--- src/rtl/seq_chunk_adder.sv ---
// Multi-cycle adder/subtractor: processes CHUNK bits per clock, LSB chunk first,
// rippling the carry through a register between chunks.
module seq_chunk_adder #(
    parameter int WIDTH = 16,
    parameter int CHUNK = 4
) (
    input  logic             clk,
    input  logic             rst,
    input  logic             start,
    input  logic [WIDTH-1:0] A,
    input  logic [WIDTH-1:0] B,
    input  logic             Cin,
    input  logic             Sub,
    output logic             busy,
    output logic             done,
    output logic [WIDTH-1:0] Sum,
    output logic             Cout,
    output logic             Ovf
);

    localparam int N     = WIDTH / CHUNK;
    localparam int IDX_W = (N > 1) ? $clog2(N) : 1;
    localparam logic [IDX_W-1:0] LAST_IDX = IDX_W'(N - 1);

    typedef enum logic [1:0] {
        IDLE = 2'd0,
        RUN  = 2'd1,
        DONE = 2'd2
    } state_t;

    state_t           state_q, state_d;
    logic [WIDTH-1:0] a_q, a_d;
    logic [WIDTH-1:0] b_q, b_d;
    logic             carry_q, carry_d;
    logic [IDX_W-1:0] idx_q, idx_d;
    logic [WIDTH-1:0] sum_q, sum_d;
    logic             cout_q, cout_d;
    logic             ovf_q, ovf_d;

    logic [CHUNK-1:0] a_chunk;
    logic [CHUNK-1:0] b_chunk;
    logic [CHUNK:0]   chunk_res;
    logic             msb_cin;

    always_comb begin
        a_chunk = '0;
        b_chunk = '0;
        for (int k = 0; k < N; k++) begin
            if (idx_q == IDX_W'(k)) begin
                a_chunk = a_q[k*CHUNK +: CHUNK];
                b_chunk = b_q[k*CHUNK +: CHUNK];
            end
        end
        chunk_res = {1'b0, a_chunk} + {1'b0, b_chunk} + {{CHUNK{1'b0}}, carry_q};
        // Carry into the chunk MSB recovered from the MSB sum bit; works for CHUNK=1 too.
        msb_cin   = chunk_res[CHUNK-1] ^ a_chunk[CHUNK-1] ^ b_chunk[CHUNK-1];
    end

    always_comb begin
        state_d = state_q;
        a_d     = a_q;
        b_d     = b_q;
        carry_d = carry_q;
        idx_d   = idx_q;
        sum_d   = sum_q;
        cout_d  = cout_q;
        ovf_d   = ovf_q;

        case (state_q)
            IDLE, DONE: begin
                if (start) begin
                    // Subtraction is A + ~B + 1; Cin is deliberately dropped in that mode.
                    a_d     = A;
                    b_d     = Sub ? ~B : B;
                    carry_d = Sub | Cin;
                    idx_d   = '0;
                    state_d = RUN;
                end else begin
                    state_d = IDLE;
                end
            end
            RUN: begin
                for (int k = 0; k < N; k++) begin
                    if (idx_q == IDX_W'(k)) begin
                        sum_d[k*CHUNK +: CHUNK] = chunk_res[CHUNK-1:0];
                    end
                end
                carry_d = chunk_res[CHUNK];
                if (idx_q == LAST_IDX) begin
                    cout_d  = chunk_res[CHUNK];
                    ovf_d   = msb_cin ^ chunk_res[CHUNK];
                    state_d = DONE;
                end else begin
                    idx_d = idx_q + IDX_W'(1);
                end
            end
            default: begin
                state_d = IDLE;
            end
        endcase
    end

    always_ff @(posedge clk or posedge rst) begin
        if (rst) begin
            state_q <= IDLE;
            a_q     <= '0;
            b_q     <= '0;
            carry_q <= 1'b0;
            idx_q   <= '0;
            sum_q   <= '0;
            cout_q  <= 1'b0;
            ovf_q   <= 1'b0;
        end else begin
            state_q <= state_d;
            a_q     <= a_d;
            b_q     <= b_d;
            carry_q <= carry_d;
            idx_q   <= idx_d;
            sum_q   <= sum_d;
            cout_q  <= cout_d;
            ovf_q   <= ovf_d;
        end
    end

    assign busy = (state_q == RUN);
    assign done = (state_q == DONE);
    assign Sum  = sum_q;
    assign Cout = cout_q;
    assign Ovf  = ovf_q;

endmodule

--- config.mk ---
export PLATFORM = sky130hd
export DESIGN_NAME = seq_chunk_adder
export DESIGN_NICKNAME = d
export VERILOG_FILES = /design/src/rtl/seq_chunk_adder.sv
export SDC_FILE = /design/constraint.sdc
export NUM_CORES = 1
export LEC_CHECK = 0
export BUFFER_PORTS_ARGS = -buffer_cell sky130_fd_sc_hd__buf_2
export CORE_ASPECT_RATIO = 2
export CORE_MARGIN = 2
export CORE_UTILIZATION = 40
export CTS_BUF_LIST = sky130_fd_sc_hd__clkbuf_8
export DETAILED_ROUTE_END_ITERATION = 7
export GPL_TIMING_DRIVEN = 0
export SYNTH_ARGS = -nofsm -noshare
export SYNTH_HDL_FRONTEND = slang
export SYNTH_SLANG_ARGS = --single-unit
--- constraint.sdc ---
create_clock -name clk -period 5.75 [get_ports clk]
set_input_delay 0.8625 -clock clk [delete_from_list [all_inputs] [get_ports clk]]
set_output_delay 0.8625 -clock clk [all_outputs]
set_load 0.01 [all_outputs]
==> out/metrics.cfg, run 1 <==
[routing]
ant_nets = 0
vias_per_cell = 4.80
wl_microns = 5490
post_drt_wl_per_cell_microns = 13.6
drcViolationCount = 0
firstDrtPassIters = 4
dr.first_iter.drc_count = 101
via_count = 1945

[synth]
ys_seq_area_share_pct = 51.7
synth_compound_area_share_pct = 12.4
synth-xor-area-share_pct = 7.10
yosys_warnings = 0
synthSimpleGateAreaFrac_pct = 11.6
ys_types = 31
syn-num-nets = 301
synth_area_sq_um = 2660
synth-seq-cells = 55
synthAdderAreaFrac_pct = 4.80
synthCells = 255
synth_area_per_cell_sq_um = 10.4
synth_top_family_by_area = compound AO/OA/AOI/OAI gates
synth.area.mux_share_pct = 8.84

[sta]
timing.fmax_mhz = 275
tightestPinTransition_ns = 0.580
setup-violations-final = 0
min_period_ns = 3.64
hold_viol = 0
fin_tns_setup_ns = 0
setup_ws_ns = 2.11
maxSlewHeadroom_pct = 61.3
fin_crit_sh_pct = 63.3
rsz0062_at_grt = no
hold_ws_ns = 0.477
skew_ns = 0.0102
finalMaxSlewViolations = 0

[power]
powerDensity_nw_per_um2 = 622
vdd_drop_max_mv = 0.267
leakage_nw = 1.47

[worst_hold_path]
hold_path_class = flip-flop to flip-flop

[setup_path]
worstSetupPathType = flip-flop to flip-flop
critPathCaptureType = flip-flop
required_ns = 5.98
critPathSlowestCell = dfrtp_1
crit_family = compound AO/OA/AOI/OAI gates
cp_num_buf_inv = 4
critPathLaunchType = flip-flop
critPathArrivalTime_ns = 3.88
cp_cell_sequence = inv_1, ha_1, clkbuf_2, clkbuf_1, a221oi_1, nor3_1, a21oi_1, fa_1, inv_1, fa_1, a21o_1, a21oi_1, xor2_1, xnor3_1, o21ai_1
critPathMaxStageDelay_ns = 0.42
path_max_fanout = 10

[cts]
cts-htree-levels = 2
clk_latency_ns = 0.31
cts.sinks = 55
cts_made_buffers = 5
clk_pin_slew_ns = 0.08
post-cts-setup-buffers = 0
post_cts_resized = 0
clock-root-buffer = clkbuf_8
cts_tree = yes
cts_buffer_depth = 2
holdBufCountCts = 0

[global_routing]
grt_usage_pct = 16.4
overflow = 0
grt_max_degree = 38
grt_pass1_vias = 1935
antenna_found_initial = 0
grt_pass1_wl_microns = 8970

[floorplan]
rows = 42
fp.dieArea_sq_um = 7360
io_pins = 57
initial_utilization_pct = 40.8
die_w_microns = 61.7
die_y_microns = 119
core-area_sq_um = 6520

[layout]
final_net_count = 364
synthToLayoutAreaGrowth_pct = 18.1
mostFrequentLayoutCells = 59 x buf_2, 55 x dfrtp_1, 47 x nand2_1, 37 x o21ai_0, 20 x mux2_2
drive_above_1_share_pct = 29.0
finalNonFillerCells = 405
antenna_cells = 0
mostFrequentLayoutCell = buf_2

[flow_run]
maxCapViolCount = 0

[placement]
place_congestion = 0.740
dp_hpwl_microns = 4270
dp.cells = 399
port_buffers = 55
post-place-ws_ns = 2.12

[run_status]
status = complete, no violations

layout make-up:
class                      instances  area, sq um
tap                               88          110
inverter                           7         26.3
clock inverter                     1         7.51
multi-input combinational        177         1190
timing repair buffer              56          295
sequential                        55         1380
buffer                            16         70.1
clock buffer                       5         68.8
fill                             694         3370
report_power, final:
group / total, W / switching, W / internal, W / leakage (nW)
clock: 0.000196 / 0.000115 / 0.0000810 / 0.0361
sequential: 0.000675 / 0.0000973 / 0.000578 / 0.672
combinational: 0.00108 / 0.000600 / 0.000484 / 0.766
metrics by stage:
step	area (sq um)	util [%]	power [W]
floorplan	2660	-	0.00144
global placement	3050	46.8	0.00175
detailed placement	3070	47.1	0.00179
CTS	3140	48.2	0.00199
global route	3140	48.2	0.00213
finish	3140	48.2	0.00195
worst reg2reg max path, delay by kind of cell (launching register included):
family                     cells  cell delay, ns
AOI/OAI and AO/OA              5            1.20
adders and majority gates      3            0.80
buffers and inverters          4            0.61
xor gates and xnor gates       2            0.46
DFF                            1            0.42
and+or+nand+nor                1            0.08
state kept, by name (all words and copies together), names as in the netlist:
| name | cells |
|---|---|
| Cout | 1 |
| carry_q | 1 |
| state_q | 2 |
| b_q | 16 |
| Ovf | 1 |
| Sum | 16 |
| a_q | 16 |
| idx_q | 2 |
kinds of logic (layout without fill, tap and decap cells):
| kind of cell | Yosys count | in the layout |
|---|---|---|
| simple gates | 69 | 69 |
| compound gates | 58 | 58 |
| flops | 55 | 55 |
| buf+inv | 23 | 85 |
| mux | 21 | 21 |
| xor+xnor | 20 | 20 |
| fa+ha+maj | 9 | 9 |
Yosys cell counts:
cell,count,area [sq um]
a21oi_1,13,65.1
mux2_2,20,225
nand3_1,2,10.0
inv_1,7,26.3
nor3_1,1,5.00
a22oi_1,1,7.51
a221oi_1,1,8.76
a21o_1,1,7.51
xnor3_1,1,22.5
nand2_1,47,176
buf_2,4,20.0
fa_1,2,40.0
nor2_1,4,15.0
o31a_2,1,10.0
clkbuf_1,10,37.5
nor3b_1,1,7.51
nand3b_1,5,37.5
o21ai_1,1,5.00
dfrtp_1,55,1380
nand2b_1,3,18.8
o31ai_1,1,7.51
o21ai_0,37,185
xnor2_1,18,158
a211oi_2,1,12.5
xor2_1,1,8.76
clkbuf_4,1,7.51
a211oi_4,1,20.0
ha_1,7,87.6
mux2i_1,1,10.0
clkbuf_2,1,5.00
nor2b_1,6,37.5
per-layer routing:
| metal | vias to the layer above | routed length [microns] | GRT usage (%) |
|---|---|---|---|
| li1 | 973 | - | - |
| met1 | 920 | 2200 | 19.8 |
| met2 | 46 | 2970 | 28.0 |
| met3 | 6 | 238 | 3.26 |
| met4 | 0 | 87 | 5.19 |
| met5 | - | 0 | 0 |
path summary, 6_finish.rpt:
kind | from | endpoint | slack (ns) | cells past startpoint
worst max-delay path | idx_q[0]$_DFFE_PP0P_ | Ovf$_DFFE_PP0P_ | 2.11 | 15
worst min-delay path | Sum[8]$_DFFE_PP0P_ | Sum[8]$_DFFE_PP0P_ | 0.48 | 2
worst max register to register | idx_q[0]$_DFFE_PP0P_ | Ovf$_DFFE_PP0P_ | 2.11 | 15
worst min register to register | Sum[8]$_DFFE_PP0P_ | Sum[8]$_DFFE_PP0P_ | 0.48 | 2
max in group asynchronous | rst | b_q[10]$_DFFE_PP0P_ | 4.68 | 3
min in group asynchronous | rst | b_q[3]$_DFFE_PP0P_ | 0.54 | 2
No activity file was read; power rests on OpenSTA's default activity.
==> inputs of run 2 (changes only) <==
Clock period 5.75 ns to 2.9 ns, I/O delays scaled along.
==> out/metrics.cfg, run 2 (same netlist as run 1, synthesis figures left out) <==
[run_status]
status = complete, but fails checks  ; was complete, no violations
failed_checks = negative setup slack

[routing]
post_drt_wl_per_cell_microns = 14.0  ; was 13.6 microns
drcViolationCount = 0  ; unchanged
wl_microns = 5880  ; was 5490 microns
firstDrtPassIters = 6  ; was 4
dr.first_iter.drc_count = 94  ; was 101
vias_per_cell = 4.76  ; was 4.80
ant_nets = 0  ; unchanged
via_count = 1994  ; was 1945

[layout]
post-route-util_pct = 52.4  ; was 48.2%
synthToLayoutAreaGrowth_pct = 28.2  ; was 18.1%
drive_above_1_share_pct = 37.8  ; was 29.0%
n_fill_cell = 637  ; was 694
mostFrequentLayoutCells = 59 x buf_2, 55 x dfrtp_1, 47 x nand2_1, 35 x o21ai_0, 20 x mux2_2  ; was 59 x buf_2, 55 x dfrtp_1, 47 x nand2_1, 37 x o21ai_0, 20 x mux2_2
final_net_count = 376  ; was 364
finalNonFillerCells = 419  ; was 405
antenna_cells = 0  ; unchanged
mostFrequentLayoutCell = buf_2  ; unchanged

[cts]
clk_latency_ns = 0.31  ; about the same
cts_tree = yes  ; unchanged
cts.sinks = 55  ; unchanged
clock-root-buffer = clkbuf_8  ; unchanged
holdBufCountCts = 0  ; unchanged
clk_pin_slew_ns = 0.09  ; was 0.08 ns
cts_made_buffers = 5  ; unchanged
cts-htree-levels = 2  ; unchanged
cts_buffer_depth = 2  ; unchanged

[flow_run]
maxCapViolCount = 0  ; unchanged

[setup_path]
critPathLaunchType = flip-flop  ; unchanged
path_max_fanout = 10  ; unchanged
rrSetupSlack_ns = -0.14  ; was 2.11 ns
critPathArrivalTime_ns = 3.28  ; was 3.88 ns
required_ns = 3.14  ; was 5.98 ns
worstSetupPathType = flip-flop to flip-flop  ; unchanged
critPathCaptureType = flip-flop  ; unchanged

[power]
clkPwrFrac_pct = 11.5  ; was 10.0%
switchingPower_w = 0.00184  ; was 0.000812 W
seqPwrFrac_pct = 29.6  ; was 34.5%
vdd_drop_max_mv = 0.494  ; was 0.267 mV
powerDensity_nw_per_um2 = 1340  ; was 622 nW/um^2
internal_power_w = 0.00272  ; was 0.00114 W
swShare_pct = 40.3  ; was 41.5%
p_comb_share_pct = 59.0  ; was 55.4%
leakage_nw = 1.59  ; was 1.47 nW

[placement]
dp.cells = 399  ; unchanged
port_buffers = 55  ; unchanged
dp_hpwl_microns = 4260  ; was 4270 microns
place_congestion = 0.777  ; was 0.740

[global_routing]
grt_usage_pct = 17.3  ; was 16.4%
antenna_found_initial = 0  ; unchanged
overflow = 0  ; unchanged
grt_max_degree = 36  ; was 38
grt_pass1_vias = 1964  ; was 1935
grt_pass1_wl_microns = 9360  ; was 8970 microns

[sta]
finalMaxSlewViolations = 0  ; unchanged
hold_viol = 0  ; unchanged
skew_ns = 0.00457  ; was 0.0102 ns
rsz0062_at_grt = yes  ; was no
setup-violations-final = 1  ; was 0
fin_crit_sh_pct = 105  ; was 63.3%
maxSlewHeadroom_pct = 61.5  ; was 61.3%
tightestPinTransition_ns = 0.578  ; was 0.580 ns
timing.fmax_mhz = 329  ; was 275 MHz
setup_ws_ns = -0.140  ; was 2.11 ns
min_period_ns = 3.04  ; was 3.64 ns

[floorplan]
rows = 42  ; unchanged
die_y_microns = 119  ; unchanged
core-area_sq_um = 6520  ; unchanged
fp.dieArea_sq_um = 7360  ; unchanged
initial_utilization_pct = 40.8  ; unchanged
io_pins = 57  ; unchanged
die_w_microns = 61.7  ; unchanged

[worst_hold_path]
hold_path_class = input port to asynchronous set/reset pin  ; was flip-flop to flip-flop

[run 2: layout make-up]
cell class,instances,area (sq um),share of cell area [%]
Buffer,15,93.8,2.75
Timing Repair Buffer,69,397,11.6
Clock buffer,6,82.6,2.42
Tap cell,88,110,3.23
Sequential cell,55,1380,40.3
Clock inverter,2,35.0,1.03
Inverter,7,26.3,0.770
Multi-Input combinational cell,177,1290,37.8
[run 2: metal layers]
metal	up-vias	wire length (microns)	track usage, %
met5	-	0	0
met4	0	129	7.05
met3	8	234	3.80
met2	44	3150	29.1
met1	941	2370	20.1
li1	1001	-	-
[run 2: metrics by stage]
stage | TNS [ns] | total power, W | area, sq um | hold WS, ns | setup slack [ns]
after CTS | -0.198 | 0.00434 | 3270 | 0.123 | -0.198
after global placement | -0.743 | 0.00353 | 3070 | 0.456 | -0.492
after detailed placement | -1.01 | 0.00362 | 3090 | 0.466 | -0.504
after global routing | -0.511 | 0.00492 | 3410 | 0.152 | -0.285
after floorplan | 0 | 0.00291 | 2680 | 0.450 | 0.00268
final | -0.140 | 0.00456 | 3410 | 0.116 | -0.140
[run 2: path summary, 6_finish.rpt]
kind,start,end,cells after the start
max,idx_q[0]$_DFFE_PP0P_,Ovf$_DFFE_PP0P_,14
min,rst,Sum[1]$_DFFE_PP0P_,2
min in group clk,A[11],a_q[11]$_DFFE_PP0P_,2
max in group asynchronous,rst,b_q[5]$_DFFE_PP0P_,3
max reg2reg,idx_q[0]$_DFFE_PP0P_,Ovf$_DFFE_PP0P_,14
min reg2reg,Sum[6]$_DFFE_PP0P_,Sum[6]$_DFFE_PP0P_,2
[run 2: power groups by stage]
stage	clock, W	sequential (W)	combinational [W]
floorplan	0	0.00137	0.00154
global placement	0	0.00134	0.00219
detailed placement	0	0.00136	0.00226
CTS	0.000542	0.00134	0.00246
global route	0.000572	0.00139	0.00296
finish	0.000523	0.00135	0.00269
[run 2: what timing repair did]
item                                    CTS  global route
buffers inserted                          5             8
endpoints found under the setup margin   11            11
pin swaps                                 5             7
resized for setup                        10            21
[run 2: critical path: stages, from the launching register on]
cell and delay, ns:
dfrtp_1 0.43, buf_6 0.14, ha_4 0.16, buf_8 0.14
a221oi_4 0.32, nor3_2 0.08, a21oi_2 0.14, fa_2 0.24
inv_2 0.04, fa_2 0.36, a21o_1 0.22, a21oi_4 0.15
xor2_1 0.17, xnor3_1 0.27, o21ai_1 0.13
==> inputs of run 3 (changes only) <==
Settings changed: SETUP_SLACK_MARGIN from default to 0.02.
==> out/metrics.cfg, run 3 (same netlist as run 1, synthesis figures left out) <==
[run_status]
status = complete, no violations  ; was complete, but fails checks

[cts]
clk_latency_ns = 0.32  ; was 0.31 ns
clk_pin_slew_ns = 0.10  ; was 0.09 ns
holdBufCountCts = 0  ; unchanged
clock-root-buffer = clkbuf_8  ; unchanged
cts_made_buffers = 5  ; unchanged
cts_tree = yes  ; unchanged
cts.sinks = 55  ; unchanged
cts_buffer_depth = 2  ; unchanged
cts-htree-levels = 2  ; unchanged

[power]
vdd_drop_max_mv = 0.559  ; was 0.494 mV
powerDensity_nw_per_um2 = 1350  ; was 1340 nW/um^2
leakage_nw = 1.60  ; was 1.59 nW

[setup_path]
cp_cell_sequence = ha_4, buf_8, a221oi_4, nor3_2, a21oi_2, fa_2, inv_2, fa_2, a21o_1, a21oi_4, xor2_1, xnor3_1, o21ai_1  ; was buf_6, ha_4, buf_8, a221oi_4, nor3_2, a21oi_2, fa_2, inv_2, fa_2, a21o_1, a21oi_4, xor2_1, xnor3_1, o21ai_1
critPathSlowestCell = dfrtp_2  ; was dfrtp_1
path_max_fanout = 8  ; was 10
ff2ff_path_depth = 13  ; was 14
worstSetupPathType = flip-flop to flip-flop  ; unchanged
critPathLaunchType = flip-flop  ; unchanged
critPathCaptureType = flip-flop  ; unchanged
required_ns = 3.15  ; was 3.14 ns
path_common_cell = fa_2  ; unchanged
critPathArrivalTime_ns = 3.14  ; was 3.28 ns
r2r-start = idx_q[0]$_DFFE_PP0P_  ; unchanged
rrSetupSlack_ns = 0.006  ; was -0.14 ns
r2r_end = Ovf$_DFFE_PP0P_  ; unchanged
critPathMaxStageDelay_ns = 0.47  ; was 0.43 ns

[layout]
synthToLayoutAreaGrowth_pct = 29.2  ; was 28.2%
mostFrequentLayoutCells = 59 x buf_2, 54 x dfrtp_1, 47 x nand2_1, 36 x o21ai_0, 20 x mux2_2  ; was 59 x buf_2, 55 x dfrtp_1, 47 x nand2_1, 35 x o21ai_0, 20 x mux2_2
post-route-util_pct = 52.8  ; was 52.4%
finalNonFillerCells = 420  ; was 419
finish.instance_area_sq_um = 3440  ; was 3410 sq um
final_net_count = 377  ; was 376
mostFrequentLayoutCell = buf_2  ; unchanged
n_fill_cell = 674  ; was 637
antenna_cells = 0  ; unchanged
drive_above_1_share_pct = 38.3  ; was 37.8%

[sta]
rsz0062_at_grt = yes  ; unchanged
tightestPinTransition_ns = 0.586  ; was 0.578 ns
timing.fmax_mhz = 346  ; was 329 MHz
skew_ns = 0.00696  ; was 0.00457 ns
hold_viol = 0  ; unchanged
finalMaxSlewViolations = 0  ; unchanged
fin_tns_setup_ns = 0  ; was -0.140 ns
maxSlewHeadroom_pct = 60.9  ; was 61.5%
setup_ws_ns = 0.00572  ; was -0.140 ns
fin_crit_sh_pct = 99.8  ; was 105%
setup-violations-final = 0  ; was 1
min_period_ns = 2.89  ; was 3.04 ns

[routing]
via_count = 2033  ; was 1994
firstDrtPassIters = 4  ; was 6
drcViolationCount = 0  ; unchanged
dr.first_iter.drc_count = 79  ; was 94
post_drt_wl_per_cell_microns = 14.1  ; was 14.0 microns
vias_per_cell = 4.84  ; was 4.76
ant_nets = 0  ; unchanged
wl_microns = 5930  ; was 5880 microns

[placement]
place_congestion = 0.736  ; was 0.777
post_dp_cell_area_sq_um = 3090  ; about the same
dp_hpwl_microns = 4250  ; was 4260 microns
post-place-ws_ns = -0.519  ; was -0.504 ns
port_buffers = 55  ; unchanged
dp.cells = 399  ; unchanged

[global_routing]
grt_max_degree = 42  ; was 36
overflow = 0  ; unchanged
grt_pass1_wl_microns = 9480  ; was 9360 microns
antenna_found_initial = 0  ; unchanged
grt_usage_pct = 17.5  ; was 17.3%
grt_pass1_vias = 2005  ; was 1964

[floorplan]
core-area_sq_um = 6520  ; unchanged
die_w_microns = 61.7  ; unchanged
initial_utilization_pct = 40.8  ; unchanged
fp.dieArea_sq_um = 7360  ; unchanged
die_y_microns = 119  ; unchanged
io_pins = 57  ; unchanged
rows = 42  ; unchanged

[worst_hold_path]
hold_path_class = input port to asynchronous set/reset pin  ; unchanged

[flow_run]
maxCapViolCount = 0  ; unchanged

run 3: cell types whose count changed in the layout (fill, tap and decap cells not counted), sizes merged:
cell      before  now
buf           75   77
bufinv         1    2
clkbuf        15   13
clkinv         1    0
clkinvlp       0    1
run 3: power by group:
group          leakage, nW  switching [W]  internal (W)
logic                0.865        0.00136       0.00134
registers            0.671       0.000210       0.00115
clock network       0.0644       0.000251      0.000344
total                 1.60        0.00182       0.00283
run 3: worst max-delay path by stage:
| stage | startpoint | endpoint | slack [ns] | depth (start not counted) |
|---|---|---|---|---|
| floorplan | idx_q[0]$_DFFE_PP0P_ | Ovf$_DFFE_PP0P_ | 0.02 | 15 |
| global placement | idx_q[1]$_DFFE_PP0P_ | Ovf$_DFFE_PP0P_ | -0.47 | 14 |
| detailed placement | idx_q[1]$_DFFE_PP0P_ | Ovf$_DFFE_PP0P_ | -0.52 | 14 |
| CTS | idx_q[0]$_DFFE_PP0P_ | Ovf$_DFFE_PP0P_ | -0.22 | 15 |
| global route | idx_q[1]$_DFFE_PP0P_ | Ovf$_DFFE_PP0P_ | -0.16 | 16 |
| finish | idx_q[0]$_DFFE_PP0P_ | Ovf$_DFFE_PP0P_ | 0.006 | 13 |
run 3: metrics by stage:
| step | hold WS, ns | total power, W |
|---|---|---|
| floorplan | 0.450 | 0.00291 |
| global placement | 0.456 | 0.00353 |
| detailed placement | 0.417 | 0.00362 |
| CTS | 0.0683 | 0.00453 |
| global route | 0.0908 | 0.00502 |
| finish | 0.0624 | 0.00465 |
run 3: layout make-up:
class                      count  area (sq um)  area share (%)
sequential                    55          1380            40.1
tap                           88           110            3.20
clock buffer                   5          68.8            2.00
buffer                        14          83.8            2.44
inverter                       7          28.8           0.837
timing repair buffer          71           412            12.0
multi-input combinational    177          1290            37.5
clock inverter                 3          67.6            1.96
run 3: layer usage:
layer | wire, microns | up-vias | global-route usage [%]
li1 | - | 996 | -
met3 | 270 | 7 | 3.69
met4 | 110 | 0 | 6.38
met1 | 2330 | 977 | 20.1
met5 | 0 | - | 0
met2 | 3210 | 53 | 30.2
run 3: critical path, delay by kind of cell (launching register included):
kind                     cells  cell delay, ns
AO/OA/AOI/OAI                5            0.88
adder cells (fa/ha/maj)      3            0.78
flip-flops                   1            0.47
XOR/XNOR                     2            0.42
buffers and inverters        2            0.19
AND/OR/NAND/NOR              1            0.07
run 3: what timing repair did:
action | CTS | global route
setup endpoints to repair | 15 | 7
resized for setup | 20 | 11
gates cloned | 0 | 0
buffers inserted | 8 | 7
hold endpoints to repair | 0 | 0
pin swaps | 9 | 8
